--- src/rtl/ifu_if.sv ---
// ifu_if: fetch-unit bus bundle covering the instruction-memory port, the IDU handshake and the commit/BRU feedback.
interface ifu_if #(parameter int CPU_WIDTH = 32);
    logic                 o_imem_req_valid;
    logic                 i_imem_req_ready;
    logic [CPU_WIDTH-1:0] o_imem_addr;
    logic                 i_imem_rsp_valid;
    logic [31:0]          i_imem_rsp_data;
    logic                 i_imem_rsp_err;
    logic                 o_ifu_valid;
    logic                 i_idu_ready;
    logic [31:0]          o_ifu_inst;
    logic [CPU_WIDTH-1:0] o_ifu_pc;
    logic                 i_commit;
    logic [CPU_WIDTH-1:0] i_bru_next_pc;
    logic                 o_ifu_fault;
    logic [1:0]           o_ifu_fault_cause;
    modport master (
        output o_imem_req_valid, o_imem_addr, o_ifu_valid, o_ifu_inst, o_ifu_pc, o_ifu_fault, o_ifu_fault_cause,
        input  i_imem_req_ready, i_imem_rsp_valid, i_imem_rsp_data, i_imem_rsp_err, i_idu_ready, i_commit, i_bru_next_pc
    );
    modport slave (
        input  o_imem_req_valid, o_imem_addr, o_ifu_valid, o_ifu_inst, o_ifu_pc, o_ifu_fault, o_ifu_fault_cause,
        output i_imem_req_ready, i_imem_rsp_valid, i_imem_rsp_data, i_imem_rsp_err, i_idu_ready, i_commit, i_bru_next_pc
    );
endinterface

--- src/rtl/ifu.sv ---
// ifu: non-pipelined instruction fetch unit owning the PC, with one fetch in flight,
// response timeout and sticky fault reporting.
module ifu #(
    parameter int                   CPU_WIDTH = 32,
    parameter logic [CPU_WIDTH-1:0] RESET_PC  = CPU_WIDTH'(32'h8000_0000),
    parameter int                   TIMEOUT   = 255
) (
    input logic i_clk,
    input logic i_rst,
    ifu_if.master bus
);
    typedef enum logic [2:0] {IDLE, REQ, WAIT, DISP, EXEC, FAULT} state_t;
    state_t               state;
    logic [CPU_WIDTH-1:0] pc;
    logic [7:0]           cnt;
    logic [31:0]          inst;
    logic                 req_valid, ifu_valid, fault;
    logic [1:0]           cause;
    logic                 commit_ok, misaligned;
    // A commit is honoured in EXEC, or in DISP when it coincides with the IDU handshake
    assign commit_ok  = bus.i_commit && (state == EXEC || (state == DISP && bus.i_idu_ready));
    assign misaligned = |bus.i_bru_next_pc[1:0];
    always_ff @(posedge i_clk) begin
        if (i_rst) begin
            state     <= IDLE;
            pc        <= RESET_PC;
            inst      <= 32'h0000_0013;
            cnt       <= '0;
            req_valid <= 1'b0;
            ifu_valid <= 1'b0;
            fault     <= 1'b0;
            cause     <= 2'd0;
        end else begin
            case (state)
                IDLE: begin
                    state     <= REQ;
                    req_valid <= 1'b1;
                end
                REQ: if (bus.i_imem_req_ready) begin
                    state     <= WAIT;
                    req_valid <= 1'b0;
                    cnt       <= '0;
                end
                WAIT: if (bus.i_imem_rsp_valid && bus.i_imem_rsp_err) begin
                    state <= FAULT;
                    fault <= 1'b1;
                    cause <= 2'd1;
                end else if (bus.i_imem_rsp_valid) begin
                    state     <= DISP;
                    inst      <= bus.i_imem_rsp_data;
                    ifu_valid <= 1'b1;
                end else if (cnt == 8'(TIMEOUT - 1)) begin
                    state <= FAULT;
                    fault <= 1'b1;
                    cause <= 2'd2;
                end else begin
                    cnt <= cnt + 8'd1;
                end
                DISP: if (bus.i_idu_ready) begin
                    state     <= EXEC;
                    ifu_valid <= 1'b0;
                end
                default: ;
            endcase
            if (commit_ok) begin
                ifu_valid <= 1'b0;
                if (misaligned) begin
                    state <= FAULT;
                    fault <= 1'b1;
                    cause <= 2'd3;
                end else begin
                    state     <= REQ;
                    pc        <= bus.i_bru_next_pc;
                    req_valid <= 1'b1;
                end
            end
        end
    end
    assign bus.o_imem_req_valid  = req_valid;
    assign bus.o_imem_addr       = pc;
    assign bus.o_ifu_valid       = ifu_valid;
    assign bus.o_ifu_inst        = inst;
    assign bus.o_ifu_pc          = pc;
    assign bus.o_ifu_fault       = fault;
    assign bus.o_ifu_fault_cause = cause;
endmodule

--- src/flat_wrapper.sv ---
// flat-port wrapper written by rule: the top's interface ports become plain ports
module ifu_flat 
#(
    parameter int                   CPU_WIDTH = 32,
    parameter logic [CPU_WIDTH-1:0] RESET_PC  = CPU_WIDTH'(32'h8000_0000),
    parameter int                   TIMEOUT   = 255
)
  (i_clk, i_rst, bus_o_imem_req_valid, bus_o_imem_addr, bus_o_ifu_valid, bus_o_ifu_inst, bus_o_ifu_pc, bus_o_ifu_fault, bus_o_ifu_fault_cause, bus_i_imem_req_ready, bus_i_imem_rsp_valid, bus_i_imem_rsp_data, bus_i_imem_rsp_err, bus_i_idu_ready, bus_i_commit, bus_i_bru_next_pc);
  ifu_if #(.CPU_WIDTH(CPU_WIDTH)) bus_i ();
  input logic i_clk;
  input logic i_rst;
  output wire logic [$bits(bus_i.o_imem_req_valid)-1:0] bus_o_imem_req_valid;
  output wire logic [$bits(bus_i.o_imem_addr)-1:0] bus_o_imem_addr;
  output wire logic [$bits(bus_i.o_ifu_valid)-1:0] bus_o_ifu_valid;
  output wire logic [$bits(bus_i.o_ifu_inst)-1:0] bus_o_ifu_inst;
  output wire logic [$bits(bus_i.o_ifu_pc)-1:0] bus_o_ifu_pc;
  output wire logic [$bits(bus_i.o_ifu_fault)-1:0] bus_o_ifu_fault;
  output wire logic [$bits(bus_i.o_ifu_fault_cause)-1:0] bus_o_ifu_fault_cause;
  input wire logic [$bits(bus_i.i_imem_req_ready)-1:0] bus_i_imem_req_ready;
  input wire logic [$bits(bus_i.i_imem_rsp_valid)-1:0] bus_i_imem_rsp_valid;
  input wire logic [$bits(bus_i.i_imem_rsp_data)-1:0] bus_i_imem_rsp_data;
  input wire logic [$bits(bus_i.i_imem_rsp_err)-1:0] bus_i_imem_rsp_err;
  input wire logic [$bits(bus_i.i_idu_ready)-1:0] bus_i_idu_ready;
  input wire logic [$bits(bus_i.i_commit)-1:0] bus_i_commit;
  input wire logic [$bits(bus_i.i_bru_next_pc)-1:0] bus_i_bru_next_pc;
  assign bus_o_imem_req_valid = bus_i.o_imem_req_valid;
  assign bus_o_imem_addr = bus_i.o_imem_addr;
  assign bus_o_ifu_valid = bus_i.o_ifu_valid;
  assign bus_o_ifu_inst = bus_i.o_ifu_inst;
  assign bus_o_ifu_pc = bus_i.o_ifu_pc;
  assign bus_o_ifu_fault = bus_i.o_ifu_fault;
  assign bus_o_ifu_fault_cause = bus_i.o_ifu_fault_cause;
  assign bus_i.i_imem_req_ready = bus_i_imem_req_ready;
  assign bus_i.i_imem_rsp_valid = bus_i_imem_rsp_valid;
  assign bus_i.i_imem_rsp_data = bus_i_imem_rsp_data;
  assign bus_i.i_imem_rsp_err = bus_i_imem_rsp_err;
  assign bus_i.i_idu_ready = bus_i_idu_ready;
  assign bus_i.i_commit = bus_i_commit;
  assign bus_i.i_bru_next_pc = bus_i_bru_next_pc;
  ifu #(.CPU_WIDTH(CPU_WIDTH), .RESET_PC(RESET_PC), .TIMEOUT(TIMEOUT)) u_core (.i_clk(i_clk), .i_rst(i_rst), .bus(bus_i));
endmodule
--- config.mk ---
export PLATFORM = sky130hd
export DESIGN_NAME = ifu_flat
export DESIGN_NICKNAME = d
export VERILOG_FILES = /design/src/rtl/ifu_if.sv /design/src/rtl/ifu.sv /design/src/flat_wrapper.sv
export SDC_FILE = /design/constraint.sdc
export NUM_CORES = 1
export LEC_CHECK = 0
export BUFFER_PORTS_ARGS = -buffer_cell sky130_fd_sc_hd__buf_2
export CORE_MARGIN = 2
export CORE_UTILIZATION = 33
export DETAILED_ROUTE_END_ITERATION = 8
export PLACE_DENSITY = 0.69
export SLEW_MARGIN = 30
export SYNTH_ARGS = -nofsm -noshare
export SYNTH_HDL_FRONTEND = slang
export SYNTH_SLANG_ARGS = --single-unit
--- constraint.sdc ---
create_clock -name i_clk -period 1.8 [get_ports i_clk]
set_input_delay 0.27 -clock i_clk [delete_from_list [all_inputs] [get_ports i_clk]]
set_output_delay 0.27 -clock i_clk [all_outputs]
set_load 0.02 [all_outputs]
==> impl_metrics.tcl, run 1 <==
set metrics [dict create \
    synth_top_area_cell "dfxtp_1" \
    worst_slack_ns 0.0812 \
    ys_warn_count 0 \
    cp_slowest_cell "or4_1" \
    fin_skew_ns 0.0107 \
    cts_inserted_buffers 9 \
    vias_per_cell 4.71 \
    cts_tree "built" \
    post_dp_cell_area_mm2 0.00417 \
    syn_area_per_cell_um2 8.17 \
    post-cts-setup-buffer-count 0 \
    layout-drive-gt1-share_pct 38.0 \
    rsz0062_at_grt "false" \
    fin_tns_setup_ns 0 \
    vias 3281 \
    hold_buffers 0 \
    cp_slowest_stage_delay_ns 0.51 \
    peakVddDrop_mv 0.392 \
    drv_slew 0 \
    diodes 0 \
    regArea_mm2 0.00160 \
    dp_slack_ns 0.0512 \
    p_leak_nw 2.01 \
    async_reset_ff_share_pct 0 \
    maxCapViolations 0 \
    finalWirelength_um 8750 \
    ios 172 \
    dp_hpwl_um 6550 \
    ys_types 51 \
    final-hold-violation-count 0 \
    synthesis.area_mm2 0.00342 \
    power_density_mw_per_mm2 975 \
    final_core_util_pct 42.8 \
    fin_crit_sh_pct 95.5 \
    wire_per_inst_um 12.6 \
    global_route.overflow_total 0 \
    required_ns 2.08 \
    syn-num-nets 491 \
    design_area_mm2 0.00436 \
    path_cells "inv_1 > ha_1 > nand3_1 > nor3_4 > buf_4 > or4_1 > a21oi_1" \
    tightest_slew_ns 0.481 \
    portBuffers 171 \
    grt_usage_pct 15.3 \
    setup_viol_count_final 0 \
    grt_pass1_vias 3077 \
    synth-edff-count 0 \
    area_growth_pct 27.7 \
    synth_area_leaders "dfxtp_1, nand2_1, a21oi_1" \
    die_w_um 106 \
    synth_ff_type "dfxtp_1" \
    start_util_pct 33.5 \
    yosysTopAreaCellShare_pct 46.9 \
    power_mw 4.25 \
    clock_sinks 80 \
    path_clk_slew_ns 0.08 \
    timing.fmax_ghz 0.582 \
    fin_nets 630 \
    use_met1_pct 17.0 \
    use_met3_pct 3.83 \
    num_rows 37 \
    outcome "completed" \
    first_pass_iters 4 \
    core-area_mm2 0.0102 \
    endpoint_kind "flip-flop" \
    busiest_layer "met2" \
    ys_seq_area_share_pct 46.9 \
    criticalPathCategory "reg2reg" \
    fp.dieH_um 106 \
    htreeDepth 3 \
    clk_latency_ns 0.34 \
    ys_ff_latch 80 \
    die_area_mm2 0.0112 \
    use_met2_pct 27.6 \
    grt_pass1_wl_um 13900 \
    cts-root-buf "clkbuf_8" \
    relSlewSlack_pct 68.0 \
    period_needed_ns 1.72 \
    critPathArrivalTime_ns 2.00 \
    ant_nets 0 \
    clock_path_buffers 2 \
    grt_max_degree 34 \
    globalplace.congestion 0.814 \
    drc 0 \
    path_max_fanout 11 \
    antenna_found_initial 0 \
    nFillCells 1055 \
    cp-start-kind "flip-flop" \
    syn_inst 418 \
    drt-initial-drc-count 162 \
    multi_input_comb_area_mm2 0.00139 \
    hold_path_class "in2reg" \
]
power breakdown:
group	internal, mW	switching [mW]	leakage (nW)
Clock	0.634	0.641	0.0883
Sequential	1.90	0.109	0.647
Combinational	0.392	0.575	1.27
Total	2.93	1.33	2.01
cells in the mapped netlist, types with 2 or more instances:
library cell / number
nand4_1: 2
o21ai_0: 4
nor2_1: 4
o31ai_1: 6
nand3_1: 10
o211a_1: 2
and3_1: 3
nand2_1: 127
buf_6: 3
dfxtp_1: 80
inv_1: 7
ha_1: 2
buf_4: 36
and2_1: 2
nor3b_2: 2
buf_2: 8
a31oi_1: 3
or4_1: 5
nor3_1: 3
a21oi_1: 70
clkbuf_1: 9
layout make-up:
| type | count | share of cell area [%] |
|---|---|---|
| clock inverters | 5 | 1.35 |
| multi-input cells | 273 | 32.0 |
| flip-flops and latches | 80 | 36.8 |
| clock buffers | 10 | 2.93 |
| inverters | 7 | 0.602 |
| well taps | 136 | 3.90 |
| repair buffers | 186 | 22.5 |
worst max-delay path: cells and delay by family (launching register included):
kind,cells,cell delay [ns]
buffers and inverters,2,0.22
adder cells (fa/ha/maj),1,0.20
flip-flops,1,0.38
AO/OA/AOI/OAI,1,0.15
AND/OR/NAND/NOR,3,0.71
per-stage QoR:
step,hold WS (ns),cells
after floorplan,0.384,418
after global placement,0.439,682
after detailed placement,0.443,682
after CTS,0.121,697
after global routing,0.129,697
final,0.138,697
per-layer routing:
| metal | vias to the layer above | wire, um |
|---|---|---|
| li1 | 1657 | - |
| met1 | 1454 | 3610 |
| met2 | 153 | 4260 |
| met3 | 17 | 669 |
| met4 | 0 | 206 |
| met5 | - | 0 |
repair_timing:
action | in CTS | in global routing
setup endpoints to repair | 0 | 5
gates resized for setup | 0 | 2
endpoints found under the hold margin | 0 | 0
cell families (layout without fill, tap and decap cells):
family,Yosys count,count (layout),synth area share [%]
adders and majority gates,2,2,0.732
and+or+nand+nor,173,173,23.4
DFF,80,80,46.9
AOI/OAI and AO/OA,98,98,16.6
buffers and inverters,65,208,12.3
registers in the layout (all words and copies together) (netlist names):
name,cells
u_core.state,3
u_core.bus.o_ifu_fault,1
u_core.bus.o_imem_req_valid,1
u_core.bus.o_ifu_valid,1
u_core.bus.o_ifu_fault_cause,2
u_core.bus.o_ifu_pc,32
u_core.bus.o_ifu_inst,32
u_core.cnt,8
placed cells by master, fill, tap and decap left out, drive strengths merged, types with 4 or more instances in the layout:
master,netlist,final
a21oi,70,70
buf,47,186
clkbuf,10,10
dfxtp,80,80
inv,7,7
nand2,127,127
nand3,10,10
nor2,4,4
nor3,4,4
o21ai,6,6
o31ai,6,6
or4,5,5
path summary, 6_finish.rpt:
path | start | to | slack, ns | depth (start not counted)
setup / recovery | u_core.cnt[0] | u_core.cnt[4] | 0.08 | 7
hold / removal | bus_i_imem_rsp_data[0] | u_core.bus.o_ifu_inst[0] | 0.14 | 3
setup reg to reg | u_core.cnt[0] | u_core.cnt[4] | 0.08 | 7
hold reg to reg | u_core.bus.o_ifu_inst[28] | u_core.bus.o_ifu_inst[28] | 0.45 | 2
(Power assumes the default switching activity.)
==> run 2, diff against run 1 <==
--- a/config.mk
+++ b/config.mk
@@ -9,7 +9,7 @@
 export CORE_MARGIN = 2
 export CORE_UTILIZATION = 33
 export DETAILED_ROUTE_END_ITERATION = 8
-export PLACE_DENSITY = 0.69
+export PLACE_DENSITY_LB_ADDON = 0.12
 export SLEW_MARGIN = 30
 export SYNTH_ARGS = -nofsm -noshare
 export SYNTH_HDL_FRONTEND = slang
==> impl_metrics.tcl, run 2 (synthesis gave the netlist of run 1 again) <==
set metrics [dict create \
    grt_usage_pct 15.6 \
    portBuffers 171 \
    power_density_mw_per_mm2 1010 \
    dp_slack_ns 0.125 \
    vias_per_cell 4.64 \
    reg2reg_slack_ns 0.09 \
    grt_pass1_wl_um 14400 \
    timing.fmax_ghz 0.586 \
    globalplace.congestion 0.845 \
    ios 172 \
    final_core_util_pct 43.6 \
    maxCapViolations 0 \
    p_leak_nw 2.04 \
    criticalPathCategory "reg2reg" \
    mostFrequentLayoutCells "buf_2, nand2_1, dfxtp_1" \
    hold_path_class "in2reg" \
    worst_slack_ns 0.0948 \
    path_max_fanout 11 \
    layout-drive-gt1-share_pct 37.7 \
    hold_buffers 0 \
    htreeDepth 3 \
    layout_commonest_cell "buf_2" \
    grt_pass1_vias 3038 \
    antenna_found_initial 0 \
    dp_hpwl_um 6270 \
    die_w_um 106 \
    drc 0 \
    rsz0062_at_grt "false" \
    global_route.overflow_total 0 \
    period_needed_ns 1.71 \
    drv_slew 0 \
    num_rows 37 \
    critPathArrivalTime_ns 1.97 \
    cp-startpoint "u_core.cnt[0]" \
    clock_sinks 80 \
    core-area_mm2 0.0102 \
    start_util_pct 33.5 \
    cts_inserted_buffers 9 \
    fin_tns_setup_ns 0 \
    endpoint_kind "flip-flop" \
    rr_worst_depth 7 \
    multi_input_comb_area_mm2 0.00140 \
    clock_path_buffers 2 \
    fin_skew_ns 0.00920 \
    cts_tree "built" \
    regArea_mm2 0.00160 \
    area_growth_pct 30.1 \
    setup_viol_count_final 0 \
    r2r_start "u_core.cnt[0]" \
    finalWirelength_um 8790 \
    outcome "completed" \
    first_pass_iters 6 \
    wire_per_inst_um 12.6 \
    fp.dieH_um 106 \
    worstReg2RegEnd "u_core.cnt[5]" \
    critPathCapture "u_core.cnt[5]" \
    cp-start-kind "flip-flop" \
    die_area_mm2 0.0112 \
    grt_max_degree 70 \
    drt-initial-drc-count 117 \
    vias 3230 \
    fin_crit_sh_pct 94.7 \
    tightest_slew_ns 0.504 \
    relSlewSlack_pct 66.4 \
    nFillCells 1080 \
    path_clk_slew_ns 0.09 \
    peakVddDrop_mv 0.429 \
    final-hold-violation-count 0 \
    clk_latency_ns 0.33 \
    ant_nets 0 \
    diodes 0 \
    cts-root-buf "clkbuf_8" \
    fin_nets 628 \
    required_ns 2.06 \
]
## run 2: cell count changes in the layout (fill, tap and decap cells not counted)
cell        change
bufinv_16       +1
dfxtp_2         -2
dfxtp_1         +2
a2111oi_0       -1
clkinv_4        -1
inv_6           +1
clkbuf_8        +1
inv_8           +1
buf_12          +4
clkinv_2        -1
clkinvlp_4      -1
a2111oi_2       +1
buf_4           -6
## run 2: critical path: stages (launching register included)
cell and delay (ns):
dfxtp_1 0.33, inv_1 0.05, ha_1 0.20, nand3_1 0.15, nor3_4 0.05, buf_4 0.17
or4_1 0.51, a21oi_1 0.18
## run 2: what timing repair did
action                     CTS  global route
setup endpoints to repair    0             1
setup buffers                0             0
gates resized for setup      0             2
## run 2: through the flow
step                total power [mW]  instance area (um^2)  hold slack, ns  instances
finish                          4.51                  4440           0.142        696
global route                    4.78                  4440           0.137        696
CTS                             4.59                  4440           0.122        696
detailed placement              3.04                  4210           0.443        680
global placement                3.03                  4210           0.439        680
floorplan                       2.72                  3420           0.384        418
## run 2: area by class of cell
class	instances	share of cell area, %
Clock buffer	11	3.18
Clock inverter	5	1.97
Inverter	7	0.591
Multi-Input combinational cell	273	31.5
Sequential cell	80	36.0
Tap cell	136	3.83
Timing Repair Buffer	184	22.9
## run 2: metal layers
metal	vias up	track usage, %	wire length (um)	part of all wire [%]
met5	-	0	0	0
met4	0	5.55	105	1.2
met3	8	3.65	593	6.7
met2	125	26.0	4100	47
met1	1448	19.5	3980	45
li1	1649	-	-	-
## run 2: power by group
| group | internal (mW) | leakage (nW) | total (mW) | switching, mW |
|---|---|---|---|---|
| Combinational | 0.413 | 1.28 | 0.999 | 0.586 |
| Sequential | 1.90 | 0.647 | 2.00 | 0.103 |
| Clock | 0.835 | 0.112 | 1.51 | 0.677 |
## run 2: worst min-delay path by stage
stage | end | cells after the start | startpoint
floorplan | u_core.bus.o_ifu_valid | 1 | bus_i_commit
global placement | u_core.bus.o_ifu_inst[18] | 2 | u_core.bus.o_ifu_inst[18]
detailed placement | u_core.bus.o_ifu_inst[22] | 2 | u_core.bus.o_ifu_inst[22]
CTS | u_core.bus.o_ifu_inst[1] | 3 | bus_i_imem_rsp_data[1]
global route | u_core.bus.o_ifu_inst[1] | 3 | bus_i_imem_rsp_data[1]
finish | u_core.bus.o_ifu_inst[0] | 3 | bus_i_imem_rsp_data[0]
